`src/rtl/duck_flight_if.sv`:
```
// Bundle of control inputs and sprite/status outputs between the
// randomizer/game logic and the duck flight controller.
interface duck_flight_if;
    logic       frame_tick;
    logic [3:0] random_bits;
    logic       spawn_req;
    logic       hit;
    logic [9:0] duck_x;
    logic [9:0] duck_y;
    logic       duck_dir_x;
    logic       duck_active;
    logic       duck_falling;
    logic       escaped;
    logic       shot_down;
    logic [1:0] state;

    modport master (
        output frame_tick, random_bits, spawn_req, hit,
        input  duck_x, duck_y, duck_dir_x, duck_active, duck_falling,
               escaped, shot_down, state
    );

    modport slave (
        input  frame_tick, random_bits, spawn_req, hit,
        output duck_x, duck_y, duck_dir_x, duck_active, duck_falling,
               escaped, shot_down, state
    );
endinterface

```
`src/rtl/duck_flight_ctrl.sv`:
```
// One duck's life: random spawn, diagonal flight with wall bounces and
// periodic random re-heading, then escape off the top or hit/stun/fall.
// All motion advances on frame_tick only.
module duck_flight_ctrl #(
    parameter logic [9:0] X_MIN       = 10'd16,
    parameter logic [9:0] X_MAX       = 10'd592,
    parameter logic [9:0] GROUND_Y    = 10'd400,
    parameter logic [9:0] TOP_Y       = 10'd16,
    parameter logic [9:0] SPEED       = 10'd2,
    parameter logic [9:0] FALL_SPEED  = 10'd4,
    parameter int         STUN_FRAMES = 30
) (
    input logic          clk0,
    input logic          rst,
    duck_flight_if.slave bus
);

    localparam int         STUN_W     = $clog2(STUN_FRAMES + 1);
    localparam logic [9:0] SPAWN_BASE = 10'd32;

    typedef enum logic [1:0] {
        IDLE = 2'd0,
        FLY  = 2'd1,
        STUN = 2'd2,
        FALL = 2'd3
    } state_t;

    state_t            state_q, state_n;
    logic [9:0]        x_q, x_n;
    logic [9:0]        y_q, y_n;
    logic              dir_q, dir_n;
    logic [4:0]        redir_q, redir_n;
    logic [STUN_W-1:0] stun_q, stun_n;
    logic              esc_q, esc_n;
    logic              sd_q, sd_n;
    logic              bounce;

    // State, position and pulse registers; reset parks the duck on the ground.
    always_ff @(posedge clk0 or posedge rst) begin
        if (rst) begin
            state_q <= IDLE;
            x_q     <= '0;
            y_q     <= GROUND_Y;
            dir_q   <= 1'b0;
            redir_q <= '0;
            stun_q  <= '0;
            esc_q   <= 1'b0;
            sd_q    <= 1'b0;
        end else begin
            state_q <= state_n;
            x_q     <= x_n;
            y_q     <= y_n;
            dir_q   <= dir_n;
            redir_q <= redir_n;
            stun_q  <= stun_n;
            esc_q   <= esc_n;
            sd_q    <= sd_n;
        end
    end

    // Next-state and motion logic; hit in FLY overrides any movement that edge.
    always_comb begin
        state_n = state_q;
        x_n     = x_q;
        y_n     = y_q;
        dir_n   = dir_q;
        redir_n = redir_q;
        stun_n  = stun_q;
        esc_n   = 1'b0;
        sd_n    = 1'b0;
        bounce  = 1'b0;

        case (state_q)
            IDLE: begin
                if (bus.spawn_req) begin
                    x_n     = 10'({bus.random_bits[3:1], 6'b0}) + SPAWN_BASE;
                    dir_n   = bus.random_bits[0];
                    y_n     = GROUND_Y;
                    redir_n = '0;
                    state_n = FLY;
                end
            end
            FLY: begin
                if (bus.hit) begin
                    stun_n  = '0;
                    state_n = STUN;
                end else if (bus.frame_tick) begin
                    redir_n = redir_q + 5'd1;
                    if (dir_q) begin
                        if (x_q + SPEED >= X_MAX) begin
                            x_n    = X_MAX;
                            dir_n  = 1'b0;
                            bounce = 1'b1;
                        end else begin
                            x_n = x_q + SPEED;
                        end
                    end else begin
                        if (x_q <= X_MIN + SPEED) begin
                            x_n    = X_MIN;
                            dir_n  = 1'b1;
                            bounce = 1'b1;
                        end else begin
                            x_n = x_q - SPEED;
                        end
                    end
                    if ((redir_q == 5'd31) && !bounce) begin
                        dir_n = bus.random_bits[0];
                    end
                    if (y_q - SPEED <= TOP_Y) begin
                        y_n     = TOP_Y;
                        esc_n   = 1'b1;
                        state_n = IDLE;
                    end else begin
                        y_n = y_q - SPEED;
                    end
                end
            end
            STUN: begin
                if (bus.frame_tick) begin
                    if (stun_q == STUN_W'(STUN_FRAMES - 1)) begin
                        stun_n  = '0;
                        state_n = FALL;
                    end else begin
                        stun_n = stun_q + 1'b1;
                    end
                end
            end
            FALL: begin
                if (bus.frame_tick) begin
                    if (y_q + FALL_SPEED >= GROUND_Y) begin
                        y_n     = GROUND_Y;
                        sd_n    = 1'b1;
                        state_n = IDLE;
                    end else begin
                        y_n = y_q + FALL_SPEED;
                    end
                end
            end
            default: state_n = IDLE;
        endcase
    end

    assign bus.duck_x       = x_q;
    assign bus.duck_y       = y_q;
    assign bus.duck_dir_x   = dir_q;
    assign bus.duck_active  = (state_q != IDLE);
    assign bus.duck_falling = (state_q == FALL);
    assign bus.escaped      = esc_q;
    assign bus.shot_down    = sd_q;
    assign bus.state        = state_q;

endmodule

```
`src/flat_wrapper.sv`:
```
// flat-port wrapper written by rule: the top's interface ports become plain ports
module duck_flight_ctrl_flat 
#(
    parameter logic [9:0] X_MIN       = 10'd16,
    parameter logic [9:0] X_MAX       = 10'd592,
    parameter logic [9:0] GROUND_Y    = 10'd400,
    parameter logic [9:0] TOP_Y       = 10'd16,
    parameter logic [9:0] SPEED       = 10'd2,
    parameter logic [9:0] FALL_SPEED  = 10'd4,
    parameter int         STUN_FRAMES = 30
)
  (clk0, rst, bus_frame_tick, bus_random_bits, bus_spawn_req, bus_hit, bus_duck_x, bus_duck_y, bus_duck_dir_x, bus_duck_active, bus_duck_falling, bus_escaped, bus_shot_down, bus_state);
  duck_flight_if bus_i ();
  input logic clk0;
  input logic rst;
  input wire logic [$bits(bus_i.frame_tick)-1:0] bus_frame_tick;
  input wire logic [$bits(bus_i.random_bits)-1:0] bus_random_bits;
  input wire logic [$bits(bus_i.spawn_req)-1:0] bus_spawn_req;
  input wire logic [$bits(bus_i.hit)-1:0] bus_hit;
  output wire logic [$bits(bus_i.duck_x)-1:0] bus_duck_x;
  output wire logic [$bits(bus_i.duck_y)-1:0] bus_duck_y;
  output wire logic [$bits(bus_i.duck_dir_x)-1:0] bus_duck_dir_x;
  output wire logic [$bits(bus_i.duck_active)-1:0] bus_duck_active;
  output wire logic [$bits(bus_i.duck_falling)-1:0] bus_duck_falling;
  output wire logic [$bits(bus_i.escaped)-1:0] bus_escaped;
  output wire logic [$bits(bus_i.shot_down)-1:0] bus_shot_down;
  output wire logic [$bits(bus_i.state)-1:0] bus_state;
  assign bus_i.frame_tick = bus_frame_tick;
  assign bus_i.random_bits = bus_random_bits;
  assign bus_i.spawn_req = bus_spawn_req;
  assign bus_i.hit = bus_hit;
  assign bus_duck_x = bus_i.duck_x;
  assign bus_duck_y = bus_i.duck_y;
  assign bus_duck_dir_x = bus_i.duck_dir_x;
  assign bus_duck_active = bus_i.duck_active;
  assign bus_duck_falling = bus_i.duck_falling;
  assign bus_escaped = bus_i.escaped;
  assign bus_shot_down = bus_i.shot_down;
  assign bus_state = bus_i.state;
  duck_flight_ctrl #(.X_MIN(X_MIN), .X_MAX(X_MAX), .GROUND_Y(GROUND_Y), .TOP_Y(TOP_Y), .SPEED(SPEED), .FALL_SPEED(FALL_SPEED), .STUN_FRAMES(STUN_FRAMES)) u_core (.clk0(clk0), .rst(rst), .bus(bus_i));
endmodule
```
`config.mk`:
```
export PLATFORM = sky130hd
export DESIGN_NAME = duck_flight_ctrl_flat
export DESIGN_NICKNAME = d
export VERILOG_FILES = /design/src/rtl/duck_flight_if.sv /design/src/rtl/duck_flight_ctrl.sv /design/src/flat_wrapper.sv
export SDC_FILE = /design/constraint.sdc
export NUM_CORES = 1
export LEC_CHECK = 0
export BUFFER_PORTS_ARGS = -buffer_cell sky130_fd_sc_hd__buf_2
export CAP_MARGIN = 20
export CELL_PAD_IN_SITES_DETAIL_PLACEMENT = 0
export CELL_PAD_IN_SITES_GLOBAL_PLACEMENT = 2
export CORE_AREA = 2 2 95 97
export DETAILED_ROUTE_END_ITERATION = 8
export DIE_AREA = 0 0 97 99
export PLACE_DENSITY = 0.85
export RECOVER_POWER = 25
export SETUP_SLACK_MARGIN = 0.05
export SKIP_LAST_GASP = 1
export SYNTH_ARGS = -nofsm -noshare
export SYNTH_HDL_FRONTEND = slang
export SYNTH_SLANG_ARGS = --single-unit
```
`constraint.sdc`:
```
create_clock -name clk0 -period 2.35 [get_ports clk0]
set_input_delay 0.3525 -clock clk0 [delete_from_list [all_inputs] [get_ports clk0]]
set_output_delay 0.3525 -clock clk0 [all_outputs]
set_load 0.01 [all_outputs]
```
==> metrics <==
Final Cycle Share 0.961; Routed WL 7.48 mm; worst setup margin 91.7 ps; top_reg_cell synth dfrtp_1; post-synthesis sequential area ratio 0.320; Fin. Hold Viols 0; vias per inst 5.31; layout cells sized above 1 0.269; Leak 1.33 nW; Power Dens Cells 1210 nW/um2; Max stage delay on crit path 440 ps; wire length of the first global-routing pass 12.3 mm; critical path's slowest cell dfrtp_2; Initial Utilization 0.304; Setup CP Type flop to flop; hold crit path type input pin to asynchronous set/reset pin; number of global-route vias before repair 2404; post-synthesis cell count 311; Startpoint Class flop; Yosys reg bits 33; Worst EP required 2540 ps; clock latency on the worst-skew pair 300 ps; Relative slew margins 0.586; Setup crit end kind flop; number of synthesis warnings 0; clock skew 12.1 ps; area of the die 9600 um2; Antenna Cells 0; core area 8550 um2; Num CTS Buffers 5; Unique masters post-synth 66; CP Data Arrival Time 2450 ps; commonest non-fill, non-tap cell in the layout buf_2; total gr overflow 0; area added between synthesis and finish 21.4%; slew of the pin with the lowest slew margin 621 ps; I/O pin cnt 36; clk sinks 33; total of max-cap violations 0; Port Buffers 33; status finished, final reports clean; 1st-pass router iterations 4; Final #Nets 383; asr flop ratio synth 1.00; Post-Syn Area 2600 um2; fmax 0.443 GHz; most frequent cells in the layout buf_2, buf_4, dfrtp_1; CTS tree yes; Antenna Violating Nets Remaining 0; RSZ-0062 raised after global routing true; Final Setup Violations 0; Final Wtd Congestion 0.852; Post-synth EDFFs 0; worst path cell trace inv_4 -> ha_4 -> nor3b_4 -> or2_2 -> a211o_1 -> a211oi_4 -> o311ai_2 -> mux2_4; fin crit period 2260 ps; clock root cell clkbuf_8; Post-Route Utilization 0.369; initial drt markers 97; Row Count 34; htree depth 2; DP Worst Slack -16.6 ps; clk slew on worst S/H paths 80 ps; CP max FO 6; pin count of the biggest net entering global routing 34; Detail Placement HPWL 5.28 mm; gr usage total 0.157; Slew Limit Fails 0; syn avg cell area 8.35 um2; VDD IR max 0.451 mV; vias after detailed routing 2507; DR WL/cell 15.8 um; initial antenna violation count 0; Chip Width 97 um; DRC violations left 0; Die H 99 um; Max clock buf depth 2
timing repair:
action	CTS	global route
hold buffers	0	0
endpoints found under the setup margin	4	8
pin swaps	1	6
resized for setup	4	10
buffers inserted	2	3
cells in the mapped netlist (2+ instances only):
master / number / area [um2]
clkbuf_1: 10 / 37.5
a311oi_1: 2 / 17.5
a22o_1: 5 / 43.8
a2bb2oi_1: 2 / 17.5
nand2b_1: 5 / 31.3
a31oi_1: 5 / 31.3
nand3_1: 16 / 80.1
buf_6: 2 / 22.5
xor2_1: 5 / 43.8
dfrtp_1: 30 / 751
inv_1: 13 / 48.8
nor2_1: 20 / 75.1
a221o_1: 2 / 20.0
o31ai_1: 4 / 30.0
or4_1: 2 / 15.0
a22oi_1: 4 / 30.0
dfstp_2: 3 / 78.8
nand3b_1: 3 / 22.5
nor3b_1: 2 / 15.0
o221ai_1: 2 / 17.5
and3_1: 4 / 25.0
buf_2: 3 / 15.0
o21ai_0: 26 / 130
and2_1: 6 / 37.5
o221a_2: 2 / 22.5
a21o_1: 2 / 15.0
a21boi_1: 2 / 15.0
nand2_1: 22 / 82.6
or2_2: 5 / 31.3
o211ai_1: 2 / 15.0
a211oi_1: 2 / 15.0
a21oi_1: 18 / 90.1
nand4_1: 4 / 25.0
nor3_1: 16 / 80.1
ha_1: 11 / 138
o21a_1: 2 / 15.0
and2_0: 2 / 12.5
nor2b_1: 4 / 25.0
xnor2_1: 8 / 70.1
a211o_1: 3 / 26.3
buf_4: 4 / 30.0
o32ai_1: 2 / 17.5
critical path: cells and delay by family, from the launching register on:
kind	cells	cell delay, ps
and+or+nand+nor	2	420
buffers and inverters	1	60
adders and majority gates	1	160
AOI/OAI and AO/OA	3	790
muxes	1	270
DFF	1	440
metrics by stage:
stage,instances,setup TNS [ps],instance area [um2],total power [mW],hold slack [ps]
after floorplan,312,0,2600,2.52,467
after global routing,472,-205,3150,4.15,182
after global placement,459,0,2980,3.19,485
after CTS,469,0,3090,3.73,161
final,472,0,3150,3.80,138
after detailed placement,459,-16.6,2980,3.21,483
power by group:
part,total [mW],switching [mW],internal [mW]
sequential,1.11,0.325,0.788
clock,0.432,0.224,0.208
combinational,2.26,1.22,1.04
cell type report:
type | count | area [um2]
Fill cell | 868 | 5400
Tap cell | 108 | 135
Clock inverter | 1 | 5.00
Multi-Input combinational cell | 243 | 1640
Timing Repair Buffer | 66 | 409
Inverter | 14 | 55.1
Clock buffer | 7 | 76.3
Sequential cell | 33 | 832
layer usage:
layer,GRT usage,part of all wire
met4,0.0455,0.017
met1,0.209,0.47
met3,0.0270,0.042
met5,0,0
met2,0.261,0.47
cells by family (layout without fill, tap and decap cells):
| logic type | after synthesis | count (layout) | share of synthesized area |
|---|---|---|---|
| AOI/OAI and AO/OA | 99 | 99 | 0.268 |
| muxes | 3 | 3 | 0.0140 |
| other | 1 | 2 | 0.00144 |
| and+or+nand+nor | 115 | 115 | 0.229 |
| adders and majority gates | 11 | 11 | 0.0530 |
| xor gates and xnor gates | 13 | 13 | 0.0439 |
| buffers and inverters | 36 | 88 | 0.0708 |
| DFF | 33 | 33 | 0.320 |
flip-flops by register name (all words and copies together) (netlist names):
signal and cells:
u_core.bus.escaped 1, u_core.bus.duck_x 9, u_core.bus.shot_down 1, u_core.stun_q 5
u_core.bus.duck_dir_x 1, u_core.bus.duck_y 9, u_core.bus.state 2, u_core.redir_q 5
final timing paths:
kind                            slack, ps                             start                               end  cells past startpoint
worst max-delay path                   90  u_core.bus.duck_y[2]$_DFFE_PP0P_   u_core.bus.state[0]$_DFFE_PP0P_                      8
worst min-delay path                  140                               rst      u_core.bus.escaped$_DFF_PP0_                      3
worst max register to register         90  u_core.bus.duck_y[2]$_DFFE_PP0P_   u_core.bus.state[0]$_DFFE_PP0P_                      8
worst min register to register        500     u_core.redir_q[0]$_DFFE_PP0P_     u_core.redir_q[0]$_DFFE_PP0P_                      1
max in group asynchronous            1850                               rst  u_core.bus.duck_y[8]$_DFFE_PP1P_                      3
min in group clk0                     390                bus_random_bits[2]  u_core.bus.duck_x[7]$_DFFE_PP0P_                      3
Power figures use the tool's default switching activity.
